===== src/rtl/fetch_pkg.sv =====
// Shared types and constants for the prefetching instruction fetch stage.
package fetch_pkg;

   localparam int unsigned XLEN = 32;
   localparam logic [31:0] EBREAK_INSTR = 32'h0010_0073;
   localparam logic [31:0] PC_INC = 32'd4;

   typedef enum logic [1:0] {
      FETCH,
      WAIT,
      DISCARD,
      HALT
   } fetch_state_e;

   typedef struct packed {
      logic [XLEN-1:0] pc;
      logic [XLEN-1:0] instr;
      logic            ebreak;
   } fetch_entry_t;

endpackage


===== src/rtl/fetch_fifo.sv =====
// Prefetch buffer of {pc, instr, ebreak} entries.
// Pointers carry one extra wrap bit so full and empty are distinguishable.
module fetch_fifo #(
   parameter int unsigned WIDTH = 32,
   parameter int unsigned DEPTH = 4
) (
   input  logic                       clk,
   input  logic                       rst,
   input  logic                       clr_i,
   input  logic                       push_i,
   input  logic                       pop_i,
   input  logic [WIDTH-1:0]           pc_i,
   input  logic [WIDTH-1:0]           instr_i,
   input  logic                       ebreak_i,
   output logic                       valid_o,
   output logic [$clog2(DEPTH):0]     count_o,
   output logic [WIDTH-1:0]           pc_o,
   output logic [WIDTH-1:0]           instr_o,
   output logic                       ebreak_o
);

   localparam int unsigned AW = $clog2(DEPTH);

   logic [AW:0]      wr_q, wr_d;
   logic [AW:0]      rd_q, rd_d;
   logic [WIDTH-1:0] pc_mem    [DEPTH];
   logic [WIDTH-1:0] instr_mem [DEPTH];
   logic             ebrk_mem  [DEPTH];

   always_comb begin
      wr_d = wr_q;
      rd_d = rd_q;
      if (clr_i) begin
         wr_d = '0;
         rd_d = '0;
      end else begin
         if (push_i) wr_d = wr_q + (AW+1)'(1);
         if (pop_i)  rd_d = rd_q + (AW+1)'(1);
      end
   end

   always_ff @(posedge clk or posedge rst) begin
      if (rst) begin
         wr_q <= '0;
         rd_q <= '0;
      end else begin
         wr_q <= wr_d;
         rd_q <= rd_d;
      end
   end

   always_ff @(posedge clk) begin
      if (push_i && !clr_i) begin
         pc_mem[wr_q[AW-1:0]]    <= pc_i;
         instr_mem[wr_q[AW-1:0]] <= instr_i;
         ebrk_mem[wr_q[AW-1:0]]  <= ebreak_i;
      end
   end

   assign count_o  = wr_q - rd_q;
   assign valid_o  = (count_o != '0);
   assign pc_o     = pc_mem[rd_q[AW-1:0]];
   assign instr_o  = instr_mem[rd_q[AW-1:0]];
   assign ebreak_o = ebrk_mem[rd_q[AW-1:0]];

endmodule


===== src/rtl/fetch_prefetch.sv =====
// Fetch stage: owns the PC, issues one word read at a time and buffers
// results for decode; redirect flushes, ebreak halts until redirected.
module fetch_prefetch
   import fetch_pkg::*;
#(
   parameter int unsigned       WIDTH    = 32,
   parameter int unsigned       DEPTH    = 4,
   parameter logic [WIDTH-1:0]  RESET_PC = WIDTH'(32'h8000_0000)
) (
   input  logic             clk,
   input  logic             rst,
   input  logic             redirect_valid,
   input  logic [WIDTH-1:0] redirect_pc,
   output logic             mem_req_valid,
   input  logic             mem_req_ready,
   output logic [WIDTH-1:0] mem_req_addr,
   input  logic             mem_rsp_valid,
   input  logic [WIDTH-1:0] mem_rsp_data,
   output logic             out_valid,
   input  logic             out_ready,
   output logic [WIDTH-1:0] out_pc,
   output logic [WIDTH-1:0] out_instr,
   output logic             out_ebreak,
   output logic             halted
);

   localparam int unsigned CW = $clog2(DEPTH) + 1;

   fetch_state_e     state_q, state_d;
   logic [WIDTH-1:0] pc_q, pc_d;
   logic [CW-1:0]    fifo_count;
   logic             fifo_full;
   logic             push, pop;
   logic             req_fire;
   logic             rsp_ebreak;

   assign fifo_full  = (fifo_count == CW'(DEPTH));
   assign rsp_ebreak = (mem_rsp_data == WIDTH'(EBREAK_INSTR));

   // Requests wait for a free slot so a returning response always fits.
   assign mem_req_valid = (state_q == FETCH) && !fifo_full && !rst;
   assign mem_req_addr  = pc_q;
   assign req_fire      = mem_req_valid && mem_req_ready;
   assign halted        = (state_q == HALT);
   assign pop           = out_valid && out_ready && !redirect_valid;

   always_comb begin
      state_d = state_q;
      pc_d    = pc_q;
      push    = 1'b0;
      if (redirect_valid) begin
         pc_d = {redirect_pc[WIDTH-1:2], 2'b00};
         if (req_fire ||
             (state_q inside {WAIT, DISCARD} && !mem_rsp_valid))
            state_d = DISCARD;
         else
            state_d = FETCH;
      end else begin
         unique case (state_q)
            FETCH:   if (req_fire) state_d = WAIT;
            WAIT: begin
               if (mem_rsp_valid) begin
                  push    = 1'b1;
                  pc_d    = pc_q + WIDTH'(PC_INC);
                  state_d = rsp_ebreak ? HALT : FETCH;
               end
            end
            DISCARD: if (mem_rsp_valid) state_d = FETCH;
            HALT:    state_d = HALT;
            default: state_d = FETCH;
         endcase
      end
   end

   always_ff @(posedge clk or posedge rst) begin
      if (rst) begin
         state_q <= FETCH;
         pc_q    <= RESET_PC;
      end else begin
         state_q <= state_d;
         pc_q    <= pc_d;
      end
   end

   fetch_fifo #(
      .WIDTH (WIDTH),
      .DEPTH (DEPTH)
   ) u_fifo (
      .clk      (clk),
      .rst      (rst),
      .clr_i    (redirect_valid),
      .push_i   (push),
      .pop_i    (pop),
      .pc_i     (pc_q),
      .instr_i  (mem_rsp_data),
      .ebreak_i (rsp_ebreak),
      .valid_o  (out_valid),
      .count_o  (fifo_count),
      .pc_o     (out_pc),
      .instr_o  (out_instr),
      .ebreak_o (out_ebreak)
   );

endmodule


===== config.mk =====
export PLATFORM = sky130hd
export DESIGN_NAME = fetch_prefetch
export DESIGN_NICKNAME = d
export VERILOG_FILES = /design/src/rtl/fetch_pkg.sv /design/src/rtl/fetch_fifo.sv /design/src/rtl/fetch_prefetch.sv
export SDC_FILE = /design/constraint.sdc
export NUM_CORES = 1
export LEC_CHECK = 0
export BUFFER_PORTS_ARGS = -buffer_cell sky130_fd_sc_hd__buf_2
export CAP_MARGIN = 30
export CELL_PAD_IN_SITES_DETAIL_PLACEMENT = 2
export CELL_PAD_IN_SITES_GLOBAL_PLACEMENT = 2
export CORE_MARGIN = 3
export CORE_UTILIZATION = 46
export DETAILED_ROUTE_END_ITERATION = 8
export MAX_ROUTING_LAYER = met4
export PLACE_DENSITY = 0.95
export SETUP_SLACK_MARGIN = 0.4
export SYNTH_ARGS = -nofsm -noshare
export SYNTH_HDL_FRONTEND = slang
export SYNTH_HIERARCHICAL = 1
export SYNTH_SLANG_ARGS = --single-unit

===== constraint.sdc =====
create_clock -name clk -period 5.8 [get_ports clk]
set_clock_uncertainty 0.2 [all_clocks]
set_input_delay 1.16 -clock clk [delete_from_list [all_inputs] [get_ports clk]]
set_output_delay 1.16 -clock clk [all_outputs]
set_load 0.01 [all_outputs]

# Yosys cells after proc, flatten, opt, wreduce, memory -nomap -nowiden
# Memory sizes are Yosys's and may differ from the RTL's.
# Cells that the tools add are included.
[word_totals] word_cells=59 romBits=0 mem_bits_rw=260 in_bits=70 latch_bits=0 n_memories=3 register_bits=40
[memory_table] name="u_fifo.instr_mem" depth=4 width=32 rd=1 rd_ports_with_merged_regs=0 wr=1 line="fetch_fifo.sv:27" text="logic [WIDTH-1:0] instr_mem [DEPTH];"
[memory_table] name="u_fifo.pc_mem" depth=4 width=32 rd=1 rd_ports_with_merged_regs=0 wr=1 line="fetch_fifo.sv:26" text="logic [WIDTH-1:0] pc_mem [DEPTH];"
[memory_table] name="u_fifo.ebrk_mem" depth=4 width=1 rd=1 rd_ports_with_merged_regs=0 wr=1 line="fetch_fifo.sv:28" text="logic ebrk_mem [DEPTH];"
[op_classes] n_mux=19 div_mod_pow=0 eq_ne=8 add_sub_neg=4 n_mul=0 n_reduce_logical=21 bitwise=0 n_lt_le_gt_ge=0 n_shift=0
[op_table] op="32-bit 2-to-1 mux" n=3
[op_table] op="32-bit by 3-bit adder with 32-bit output (second input constant)" n=1
[op_table] op="32-bit by 21-bit equality test with 1-bit output (second input constant)" n=1
[op_table] op="2-bit 2-to-1 mux" n=6
[op_table] op="3-bit 2-to-1 mux" n=4
[op_table] op="2-bit nonzero test" n=5
[op_table] op="3-bit != test (second input constant)" n=3
[op_table] op="2-bit one-hot mux with 4 select lines" n=1
[op_table] op="1-bit logical AND" n=7
[op_table] op="3-bit by 1-bit adder with 3-bit output (second input constant)" n=2
[op_table] op="1-bit 2-to-1 mux" n=5
[op_table] op="2-bit equality test (second input constant)" n=2
[op_table] op="1-bit logical NOT" n=4
[op_table] op="3-bit equality test (second input constant)" n=1
[op_table] op="3-bit AND reduction" n=1
[op_table] op="3-bit nonzero test" n=1
[op_table] op="3-bit subtractor" n=1
[op_table] op="2-bit by 1-bit equality test with 1-bit output (second input constant)" n=1
[op_table] op="2-bit logical NOT" n=1
[op_table] op="2-bit AND reduction" n=1
[op_table] op="1-bit logical OR" n=1

# Depth between registers and ports, before layout
# Gate-level depths: netlist (run 1).
[logic_depth] depth_word=9 ltp_mapped=8

# Hierarchy
# The synthesis (run 1) kept the hierarchy.
[modules_own_cells] module="fetch_fifo" area_per_inst_um2=9809.4 cells_per_inst=381 instances=1
[modules_own_cells] module="fetch_prefetch" area_per_inst_um2=2109.5 cells_per_inst=242 instances=1

# Least setup slack after synthesis (run 1)
# OpenSTA, ideal clock, no wires.
[synth_path] path_kind="input to register" from="input redirect_valid" to="memory u_fifo.ebrk_mem[0] (enable)" arrival_time_ns=3.605 setup_time_ns=0.430 stages=5 setup_slack_ns=1.565 path_cell_list="clkbuf_1 > clkbuf_1 > nor2_1 > nor2b_1 > and2_1"
[synth_via] elab_chain_cells=4 word_cells_on_any_way=5 cone_classes="mux (3); reduce/logical (2)"
[synth_rtl] element="from (decl)" line="fetch_prefetch.sv:12" text="input logic redirect_valid,"
[synth_rtl] element="1-bit 2-to-1 mux" line="fetch_prefetch.sv:51" text="if (redirect_valid) begin"
[synth_rtl] element="via push" line="fetch_prefetch.sv:33" text="logic push, pop;"
[synth_rtl] element="1-bit logical AND" line="fetch_fifo.sv:53" text="if (push_i && !clr_i) begin"
[synth_rtl] element="1-bit 2-to-1 mux" line="fetch_fifo.sv:53"
[synth_rtl] element="1-bit 2-to-1 mux (implied by the code)" line="fetch_fifo.sv:56" text="ebrk_mem[wr_q[AW-1:0]] <= ebreak_i;"
[synth_rtl] element="to (decl)" line="fetch_fifo.sv:28"
# The timed path passes the listed nets, and every way through them passes these cells.

# Worst setup path after layout (run 1)
[layout_path] from="register u_fifo.rd_q[0]" to="output mem_req_valid"
[layout_via] elab_chain_cells=5
[layout_rtl] element="from (decl)" line="fetch_fifo.sv:25" text="logic [AW:0] rd_q, rd_d;"
[layout_rtl] element="from (signal assigned)" line="fetch_fifo.sv:48" text="rd_q <= rd_d;"
[layout_rtl] element="3-bit subtractor" line="fetch_fifo.sv:60" text="assign count_o = wr_q - rd_q;"
[layout_rtl] element="via fifo_count[2]" line="fetch_prefetch.sv:31" text="logic [CW-1:0] fifo_count;"
[layout_rtl] element="3-bit equality test" line="fetch_prefetch.sv:37" text="assign fifo_full = (fifo_count == CW'(DEPTH));"
[layout_rtl] element="1-bit logical NOT" line="fetch_prefetch.sv:41" text="assign mem_req_valid = (state_q == FETCH) && !fifo_full && !rst;"
[layout_rtl] element="1-bit logical AND (2 in series)" line="fetch_prefetch.sv:41"
[layout_rtl] element="to (decl)" line="fetch_prefetch.sv:14" text="output logic mem_req_valid,"
# The timed path passes the listed nets, and every way through them passes these cells.

==> run_results.csv, run 1 <==
group,metric,value,unit
run_status,outcome,"finished clean",
worst_setup_path,r2r_start,"state_q[1]$_DFFE_PP0P_",
clock_network,worstSkewPairLatency,560,ps
synthesis,synth-seq-cells,298,
global_route,antenna_found_initial,2,
synthesis,synthFlopType,"edfxtp_1",
timing,maxSlewHeadroom,29.4,%
worst_setup_path,slowest_delay,720,ps
timing,finalCritPeriodShare,75.8,%
floorplan,start_util,47.1,%
worst_setup_path,r2r-end,"u_fifo/pc_mem[1][1]$_DFFE_PP_",
layout,drive_gt1_share,36.3,%
route,vias_per_cell,5.89,
clock_network,cts_buffers,31,
power,ir_drop,0.257,mV
timing,hold_viol,0,
layout,nets,895,
timing,slew_viol_final,0,
global_route,globalRouteTotalUtil,25.5,%
route,wl_per_cell,29.7,um
synthesis,async_reset_ff_share,12.8,%
worst_setup_path,cp_cell_sequence,"ha_1 -> fa_1 -> xnor2_1 -> or3b_2 -> and3_1 -> buf_2",
synthesis,synthesis.area,11900,um^2
global_route,grt.overflow.total,0,
worst_setup_path,start_kind,"flip-flop",
synthesis,ys_types,53,
global_route,grt_max_degree,68,
power,p_leak,4.94,nW
clock_network,clk_pin_slew,70,ps
route,drtAntennaViolNets,0,
timing,holdWs,328,ps
worst_setup_path,required,4440,ps
clock_network,cts_root_buf,"clkbuf_16",
clock_network,tritoncts,"built",
synthesis,synth_seq_area_share,73.5,%
worst_setup_path,timing.reg2reg.setup_slack,2530,ps
worst_setup_path,critPathArrivalTime,3040,ps
synthesis,yosysWarnings,6,
clock_network,htree_levels,1,
placement,io_buffers,165,
route,dr.first_iter.drc_count,601,
power,powerDensity,344,nW/um^2
synthesis,synth_edf_count,260,
worst_setup_path,r2r_cells,7,
floorplan,io_pins,170,
floorplan,dieArea,27900,um^2
route,drt_first_pass_iters,5,
timing,fmax,0.227,GHz
synthesis,syn_avg_cell_area,19.1,um^2
clock_network,cts.sinks,298,
synthesis,netlist_instances,623,
global_route,grt_pass1_wl,52.5,mm
floorplan,core,25300,um^2
timing,rsz0062_at_grt,"false",
floorplan,dieHeight,167,um
timing,setup_viol,0,
route,drc_errors,0,
floorplan,rows,58,
worst_setup_path,path_max_fanout,35,
worst_setup_path,criticalPathCategory,"reg2out",
clock_network,cts_post_setup_buffers_inserted,0,
placement,dpl.hpwl,21.4,mm
timing,period_minus_slack,4400,ps
clock_network,ctsResizeCount,0,
worst_setup_path,cp-end-kind,"output pin",
global_route,first_global_vias,7790,
route,wirelength,34.7,mm
timing,tightest_slew,1060,ps
clock_network,cts.path.max_buffers,3,
worst_setup_path,cp_slowest_cell,"dfrtp_4",
floorplan,die_w,167,um
timing,setup_tns,0,ps
route,num_vias,6890,
clock_network,cts_hold_buf,0,
min_path,hp-class,"in2async",
layout,areaGrowthSynthToFinish,19.2,%
flow_run,max-cap-violations,0,
placement,routabilityCongestion,0.778,
[worst max path at each step]
stage                                     from                           endpoint  slack [ps]  depth (start not counted)
CTS                 u_fifo/rd_q[0]$_DFFE_PP0P_                      mem_req_valid        1340                          6
finish              u_fifo/rd_q[0]$_DFFE_PP0P_                      mem_req_valid        1400                          6
floorplan                       redirect_valid       u_fifo/ebrk_mem[0]$_DFFE_PP_        1560                          5
global route        u_fifo/rd_q[0]$_DFFE_PP0P_                         out_pc[16]        1210                          3
detailed placement              redirect_valid     u_fifo/pc_mem[1][26]$_DFFE_PP_        1850                          5
global placement                redirect_valid  u_fifo/instr_mem[3][19]$_DFFE_PP_        1880                          4
[cells in the mapped netlist (5+ instances only)]
master	number	area [um^2]
clkbuf_1	9	33.8
mux4_2	65	1460
dfrtp_1	37	926
edfxtp_1	260	7810
o21ai_0	16	80.1
o211ai_1	7	52.6
xor2_1	5	43.8
xnor2_1	11	96.3
buf_2	5	25.0
nand4_1	13	81.3
and2_1	5	31.3
nand2_1	31	116
nor2_1	17	63.8
inv_1	15	56.3
or4_1	13	97.6
o31ai_1	5	37.5
ha_1	11	138
and4_1	6	52.6
buf_6	7	78.8
a31oi_1	8	50.1
nor4_1	7	43.8
nand3_1	17	85.1
[layout by cell type, fill, tap and decap left out, types with 6 or more instances in the layout]
cell type | synthesis | routed
o211ai_1 | 7 | 7
inv_1 | 15 | 15
or4_1 | 13 | 13
and4_1 | 6 | 6
dfrtp_1 | 37 | 35
buf_2 | 5 | 165
nand3_1 | 17 | 17
mux4_2 | 65 | 65
clkinv_1 | 1 | 8
edfxtp_1 | 260 | 260
nor2_1 | 17 | 17
nand2_1 | 31 | 31
clkinv_2 | 0 | 8
nor4_1 | 7 | 7
xnor2_1 | 11 | 11
clkbuf_16 | 0 | 31
o21ai_0 | 16 | 16
ha_1 | 11 | 11
a31oi_1 | 8 | 8
conb_1 | 1 | 10
nand4_1 | 13 | 13
[registers in the layout (all words and copies together) (netlist names)]
| name | flops |
|---|---|
| state_q | 2 |
| u_fifo/instr_mem | 128 |
| mem_req_addr | 30 |
| u_fifo/wr_q | 3 |
| u_fifo/pc_mem | 128 |
| u_fifo/rd_q | 3 |
| u_fifo/ebrk_mem | 4 |
[kinds of logic (layout without fill, tap and decap cells)]
| kind of cell | after synthesis | after routing | share of synthesized area (%) |
|---|---|---|---|
| other cells | 1 | 12 | 0.0315 |
| fa+ha+maj | 12 | 12 | 1.32 |
| simple gates | 134 | 134 | 6.52 |
| buf+inv | 42 | 248 | 1.94 |
| mux | 69 | 69 | 12.6 |
| xor+xnor | 16 | 16 | 1.18 |
| compound gates | 51 | 51 | 2.89 |
| flops | 298 | 298 | 73.5 |
[worst max-delay path: cells and delay by family (launching register included)]
kind | cells | cell delay, ps
buffers and inverters | 1 | 150
adders and majority gates | 2 | 750
xor gates and xnor gates | 1 | 180
DFF | 1 | 720
and+or+nand+nor | 2 | 690
[through the flow]
stage               worst slack, ps  cell area (um^2)  util [%]  instances  power, W
finish                         1400             14200      56.1       1170   0.00488
global route                   1210             14200      56.1       1170   0.00506
CTS                            1340             14200      56.0       1167   0.00494
detailed placement             1850             13200      52.0       1109   0.00292
global placement               1880             13100      51.6       1105   0.00288
floorplan                      1560             12000         -        632   0.00272
[routing by layer]
layer	global-route usage (%)	vias up	share of wire [%]
met5	-	-	0
met4	4.52	0	1.9
met3	4.53	51	5.7
met2	44.2	261	53
met1	32.3	3657	40
li1	-	2921	-
[power by group]
part / switching (W) / internal, W
clock: 0.000840 / 0.00117
combinational: 0.000230 / 0.000177
sequential: 0.0000852 / 0.00239
[final cells by class]
class / instances / area, um^2
multi-input combinational: 292 / 2970
tap: 330 / 413
timing repair buffer: 174 / 978
clock inverter: 21 / 203
clock buffer: 37 / 808
inverter: 16 / 60.1
sequential: 298 / 8760
antenna: 2 / 5.00
fill: 2153 / 11100
Power figures use the tool's default switching activity.
==> run 2: changes to the inputs <==
--- a/config.mk
+++ b/config.mk
@@ -10,10 +10,10 @@
 export CELL_PAD_IN_SITES_DETAIL_PLACEMENT = 2
 export CELL_PAD_IN_SITES_GLOBAL_PLACEMENT = 2
 export CORE_MARGIN = 3
-export CORE_UTILIZATION = 46
+export CORE_UTILIZATION = 43
 export DETAILED_ROUTE_END_ITERATION = 8
 export MAX_ROUTING_LAYER = met4
-export PLACE_DENSITY = 0.95
+export PLACE_DENSITY = 0.91
 export SETUP_SLACK_MARGIN = 0.4
 export SYNTH_ARGS = -nofsm -noshare
 export SYNTH_HDL_FRONTEND = slang
==> constraint.sdc (replaced) <==
create_clock -name clk -period 4.2 [get_ports clk]
set_clock_uncertainty 0.2 [all_clocks]
set_input_delay 0.84 -clock clk [delete_from_list [all_inputs] [get_ports clk]]
set_output_delay 0.84 -clock clk [all_outputs]
set_load 0.01 [all_outputs]
==> run 2 against run 1 <==
- critical path depth did not move
- final area up 0.93%
- power up 38%
- combinational power grew 45%
- register-to-register slack got worse by 1700 ps
- highest routed layer unchanged
- sequential share of layout area down 0.55 points
- setup slack worse by 910 ps
- die area increased by 6.7%
- clock power up 38%
==> run_results.csv, run 2 (synthesis gave the netlist of run 1 again) <==
group,metric,value,unit
clock_network,cts_root_buf,"clkbuf_16",
clock_network,tritoncts,"built",
timing,worst_slack,495,ps
clock_network,htree_levels,1,
worst_setup_path,crit_family,"adder cells",
global_route,globalRouteTotalUtil,22.6,%
worst_setup_path,crit_buf_inv,2,
global_route,first_global_vias,7809,
layout,areaGrowthSynthToFinish,20.3,%
global_route,antenna_found_initial,1,
timing,fmax,0.270,GHz
placement,dpl.hpwl,20.7,mm
timing,setup_tns,0,ps
timing,period_minus_slack,3710,ps
worst_setup_path,critPathArrivalTime,2670,ps
worst_setup_path,cp-startpoint,"u_fifo/rd_q[0]$_DFFE_PP0P_",
route,wl_per_cell,26.5,um
placement,routabilityCongestion,0.802,
worst_setup_path,timing.reg2reg.setup_slack,880,ps
worst_setup_path,cp_slowest_cell,"fa_2",
worst_setup_path,start_kind,"flip-flop",
floorplan,io_pins,170,
route,dr.first_iter.drc_count,395,
clock_network,worstSkewPairLatency,560,ps
floorplan,dieHeight,172,um
power,ir_drop,0.300,mV
worst_setup_path,required,3160,ps
global_route,grt.overflow.total,0,
timing,rsz0062_at_grt,"false",
worst_setup_path,path_max_fanout,2,
route,drtAntennaViolNets,0,
layout,nets,901,
clock_network,cts_buffers,31,
layout,layout_common_cells,"260 x edfxtp_1, 165 x buf_2, 65 x mux4_2",
power,p_leak,4.98,nW
power,p_sw_share,22.9,%
floorplan,start_util,44.0,%
placement,dpl_cell_area,13200,um^2
floorplan,rows,60,
timing,hold_viol,0,
min_path,hold_start,"redirect_pc[10]",
floorplan,die_w,172,um
timing,finalCritPeriodShare,88.2,%
route,vias_per_cell,5.57,
timing,setup_viol,0,
layout,n_fill_cell,2413,
clock_network,cts.sinks,298,
min_path,hold-path-endpoint,"mem_req_addr[10]$_DFFE_PP0P_",
min_path,hp-class,"in2reg",
power,p_sw,0.00155,W
flow_run,max-cap-violations,0,
worst_setup_path,r2r_start,"state_q[1]$_DFFE_PP0P_",
worst_setup_path,cp-end-kind,"output pin",
run_status,outcome,"finished clean",
route,drt_first_pass_iters,5,
floorplan,core,27100,um^2
route,drc_errors,0,
placement,io_buffers,165,
timing,slew_viol_final,0,
timing,tightest_slew,877,ps
floorplan,dieArea,29800,um^2
route,wirelength,32.3,mm
worst_setup_path,slowest_delay,570,ps
worst_setup_path,r2r-end,"u_fifo/pc_mem[2][1]$_DFFE_PP_",
timing,maxSlewHeadroom,41.0,%
layout,postLayoutCellArea,14300,um^2
power,p_int,0.00521,W
placement,place_ws,855,ps
power,p_seq_share,50.3,%
clock_network,cts.path.max_buffers,3,
layout,drive_gt1_share,37.1,%
power,powerDensity,471,nW/um^2
worst_setup_path,cp_cell_sequence,"ha_1 -> fa_2 -> inv_1 -> or3b_4 -> and3_4 -> buf_2",
power,p_clk_share,41.0,%
layout,final_common_cell,"edfxtp_1",
clock_network,clk_pin_slew,60,ps
worst_setup_path,criticalPathCategory,"reg2out",
route,num_vias,6783,
power,combPwrFrac,8.8,%
min_path,holdPathStages,3,
global_route,grt_max_degree,68,
worst_setup_path,r2r_cells,7,
global_route,grt_pass1_wl,48.8,mm
-- run 2: layout make-up --
class | instances | area (um^2) | area share [%]
flip-flops and latches | 298 | 8770 | 61.2
multi-input cells | 292 | 2980 | 20.8
repair buffers | 180 | 1020 | 7.09
clock buffers | 51 | 951 | 6.63
well taps | 372 | 465 | 3.25
clock inverters | 7 | 92.6 | 0.646
inverters | 16 | 60.1 | 0.419
diodes | 1 | 2.50 | 0.0175
-- run 2: per-stage QoR --
stage / hold slack (ps) / std cells / utilization, % / total power [W]
floorplan: 324 / 632 / - / 0.00376
global placement: 337 / 1154 / 48.8 / 0.00399
detailed placement: 378 / 1154 / 48.8 / 0.00404
CTS: 283 / 1215 / 52.8 / 0.00683
global route: 289 / 1217 / 52.9 / 0.00701
finish: 297 / 1217 / 52.9 / 0.00676
-- run 2: what timing repair did --
item	4_1_cts	5_1_grt
hold buffers	1	0
endpoints found under the setup margin	1	0
hold endpoints to repair	1	0
resized for setup	3	0
buffers inserted	2	0
-- run 2: worst max-delay path by stage --
stage                                                to  slack [ps]  cells after the start
after global placement    u_fifo/pc_mem[2][7]$_DFFE_PP_         950                      5
after global routing                      mem_req_valid         460                      6
after floorplan            u_fifo/ebrk_mem[0]$_DFFE_PP_        1000                      5
after CTS                                 mem_req_valid         490                      6
final                                     mem_req_valid         490                      6
after detailed placement  u_fifo/pc_mem[2][7]$_DFFE_PP_         850                      5
-- run 2: worst min-delay path: cells and delay by family --
kind                   cells  cell delay [ps]
and+or+nand+nor            1               50
AOI/OAI and AO/OA          1               60
buffers and inverters      1               80
-- run 2: power groups by stage --
stage / registers [W] / logic (W) / clock network, W
after floorplan: 0.00343 / 0.000330 / 0
after global placement: 0.00344 / 0.000542 / 0
after detailed placement: 0.00346 / 0.000583 / 0
after CTS: 0.00340 / 0.000601 / 0.00283
after global routing: 0.00341 / 0.000649 / 0.00295
final: 0.00340 / 0.000591 / 0.00277
-- run 2: layer usage --
metal,part of all wire (%),vias up,global-route usage [%]
li1,-,2938,-
met1,40,3573,28.0
met2,53,230,40.0
met3,5.1,42,3.18
met4,1.7,0,4.62
met5,0,-,-
==> run 3: changes to the inputs <==
--- a/config.mk
+++ b/config.mk
@@ -5,12 +5,13 @@
 export SDC_FILE = /design/constraint.sdc
 export NUM_CORES = 1
 export LEC_CHECK = 0
+export ABC_AREA = 1
 export BUFFER_PORTS_ARGS = -buffer_cell sky130_fd_sc_hd__buf_2
 export CAP_MARGIN = 30
 export CELL_PAD_IN_SITES_DETAIL_PLACEMENT = 2
 export CELL_PAD_IN_SITES_GLOBAL_PLACEMENT = 2
 export CORE_MARGIN = 3
-export CORE_UTILIZATION = 43
+export CORE_UTILIZATION = 39
 export DETAILED_ROUTE_END_ITERATION = 8
 export MAX_ROUTING_LAYER = met4
 export PLACE_DENSITY = 0.91
==> run 3 against run 2 <==
- synthesized cell count increased by 99%
- clock power increased by 11%
- core utilization shrank 6.4 points
- final area grew 13%
- via count is 42% higher
- sequential share of layout area shrank 7.1 points
- non-clock buffer count fell by 1
- largest cell class unchanged
- largest power group unchanged
==> run_results.csv, run 3 <==
group,metric,value,unit
global_route,first_global_vias,11100,
synthesis,synthMostInstantiatedCell,"nand2_1",
min_path,hp-class,"in2async",
layout,nets,1496,
floorplan,io_pins,170,
run_status,outcome,"finished clean",
worst_setup_path,required,3160,ps
power,p_clk_share,40.4,%
timing,tightest_slew,946,ps
route,dr.first_iter.drc_count,511,
synthesis,synthTopCellsByArea,"edfxtp_1 56%, nand2_1 9.4%, dfrtp_1 6.6%, o211ai_2 6.3%, inv_1 5.5%",
placement,dpl.hpwl,26.2,mm
layout,utilization,46.5,%
clock_network,cts_post_setup_buffers_inserted,0,
clock_network,htree_levels,2,
layout,postLayoutCellArea,16200,um^2
clock_network,worstSkewPairLatency,510,ps
timing,finalCritPeriodShare,87.3,%
power,combPwrFrac,13.1,%
route,num_vias,9663,
synthesis,async_reset_ff_share,12.8,%
clock_network,clk_pin_slew,60,ps
floorplan,start_util,40.0,%
global_route,grt_max_degree,176,
timing,slew_viol_final,0,
route,vias_per_cell,5.10,
clock_network,cts_hold_buf,0,
synthesis,netlist_instances,1241,
route,drc_errors,0,
floorplan,rows,68,
placement,io_buffers,165,
synthesis,yosysWarnings,6,
synthesis,ys_types,44,
layout,areaGrowthSynthToFinish,16.2,%
clock_network,tritoncts,"built",
floorplan,core,34900,um^2
global_route,grt.overflow.total,0,
timing,fmax,0.273,GHz
global_route,globalRouteTotalUtil,21.9,%
route,drtAntennaViolNets,0,
timing,maxSlewHeadroom,36.9,%
layout,final_cell_count_no_fill,1894,
placement,routabilityCongestion,0.828,
timing,setup_viol,0,
placement,dp_cells,1832,
power,p_sw_share,27.1,%
power,powerDensity,469,nW/um^2
global_route,antenna_found_initial,0,
synthesis,synth_top_cell_by_area,"edfxtp_1",
synthesis,synthesis.area,14000,um^2
route,wl_per_cell,21.4,um
placement,dpl_cell_area,15100,um^2
route,drt_first_pass_iters,5,
clock_network,cts.path.max_buffers,3,
global_route,grt_pass1_wl,63.5,mm
clock_network,ctsResizeCount,0,
synthesis,synthFlopType,"edfxtp_1",
flow_run,max-cap-violations,0,
power,p_leak,6.43,nW
worst_setup_path,criticalPathCategory,"reg2out",
synthesis,synth-seq-cells,298,
power,ir_drop,0.286,mV
route,wirelength,40.6,mm
timing,rsz0062_at_grt,"false",
worst_setup_path,path_max_fanout,175,
worst_setup_path,critPathArrivalTime,2630,ps
worst_setup_path,timing.reg2reg.setup_slack,1410,ps
layout,drive_gt1_share,24.0,%
worst_setup_path,start_kind,"flip-flop",
synthesis,synth_edf_count,260,
power,p_sw,0.00206,W
timing,period_minus_slack,3670,ps
clock_network,cts_buffers,35,
synthesis,syn_avg_cell_area,11.2,um^2
timing,hold_viol,0,
synthesis,synth_seq_area_share,62.8,%
floorplan,die_w,195,um
clock_network,cts_root_buf,"clkbuf_16",
clock_network,cts.sinks,298,
power,p_int,0.00555,W
layout,n_antenna_cell,0,
floorplan,dieArea,38100,um^2
synthesis,synthTopCellsByCount,"348 x nand2_1, 260 x edfxtp_1, 204 x inv_1",
worst_setup_path,cp-end-kind,"output pin",
floorplan,dieHeight,195,um
layout,layout_common_cells,"348 x nand2_1, 260 x edfxtp_1, 204 x inv_1",
power,p_seq_share,46.5,%
layout,final_common_cell,"nand2_1",
synthesis,yosysTopAreaCellShare,55.9,%
[run 3: changes by cell type after synthesis, sizes merged, moves of 23 or more]
cell	delta
nand3	+23
o211ai	+126
inv	+195
mux4	-65
buf	+31
nor2	+51
nand2	+330
[run 3: per-stage QoR]
| step | hold WS (ps) | total power, W | setup TNS, ps | setup slack, ps |
|---|---|---|---|---|
| after floorplan | 299 | 0.00422 | -109080 | -559 |
| after global routing | 37.2 | 0.00793 | 0 | 443 |
| after CTS | 24.7 | 0.00769 | 0 | 527 |
| after detailed placement | 372 | 0.00460 | 0 | 1070 |
| final | 45.7 | 0.00761 | 0 | 533 |
| after global placement | 324 | 0.00452 | 0 | 1120 |
[run 3: layer usage]
metal | global-route usage (%) | routed length, um | up-vias
met1 | 27.7 | 17500 | 4952
li1 | - | - | 4482
met2 | 38.5 | 21100 | 188
met3 | 2.88 | 1540 | 41
met4 | 3.35 | 479 | 0
met5 | - | 0 | -
[run 3: power by group through the flow]
| stage | Clock, W | Combinational, W | Sequential [W] |
|---|---|---|---|
| 6_report | 0.00308 | 0.000995 | 0.00354 |
| 5_1_grt | 0.00326 | 0.00111 | 0.00356 |
| 3_3_place_gp | 0 | 0.000938 | 0.00358 |
| 2_1_floorplan | 0 | 0.000693 | 0.00352 |
| 4_1_cts | 0.00314 | 0.00102 | 0.00354 |
| 3_5_place_dp | 0 | 0.00100 | 0.00360 |
[run 3: worst max-delay path, stage by stage, from the launching register on]
cell      delay [ps]
dfrtp_4          700
buf_16           480
nand2_1          170
o211ai_1         140
nand2_1          150
buf_2            170
[run 3: logic make-up (layout without fill, tap and decap cells)]
family | after synthesis | in the layout | share of synthesized area (%)
AO/OA/AOI/OAI | 172 | 172 | 11.2
XOR/XNOR | 8 | 8 | 0.502
AND/OR/NAND/NOR | 488 | 488 | 14.7
buffers and inverters | 262 | 451 | 9.61
flip-flops | 298 | 298 | 62.8
other | 1 | 10 | 0.0269
adder cells (fa/ha/maj) | 12 | 12 | 1.13
[run 3: path summary, 6_finish.rpt]
path	start	end	depth (start not counted)
hold / removal	rst	mem_req_addr[2]$_DFFE_PP0P_	2
setup reg to reg	u_fifo/rd_q[0]$_DFFE_PP0P_	u_fifo/rd_q[1]$_DFFE_PP0P_	10
max in group asynchronous	rst	mem_req_addr[31]$_DFFE_PP1P_	3
min in group clk	redirect_pc[7]	mem_req_addr[7]$_DFFE_PP0P_	3
hold reg to reg	u_fifo/wr_q[2]$_DFFE_PP0P_	u_fifo/wr_q[2]$_DFFE_PP0P_	2
setup / recovery	u_fifo/rd_q[0]$_DFFE_PP0P_	out_pc[17]	5
[run 3: final cells by class]
class,instances,area (um^2)
inverters,210,790
well taps,455,569
fillers,3647,18700
clock inverters,16,180
multi-input cells,690,3920
repair buffers,179,1020
clock buffers,46,970
flip-flops and latches,298,8770
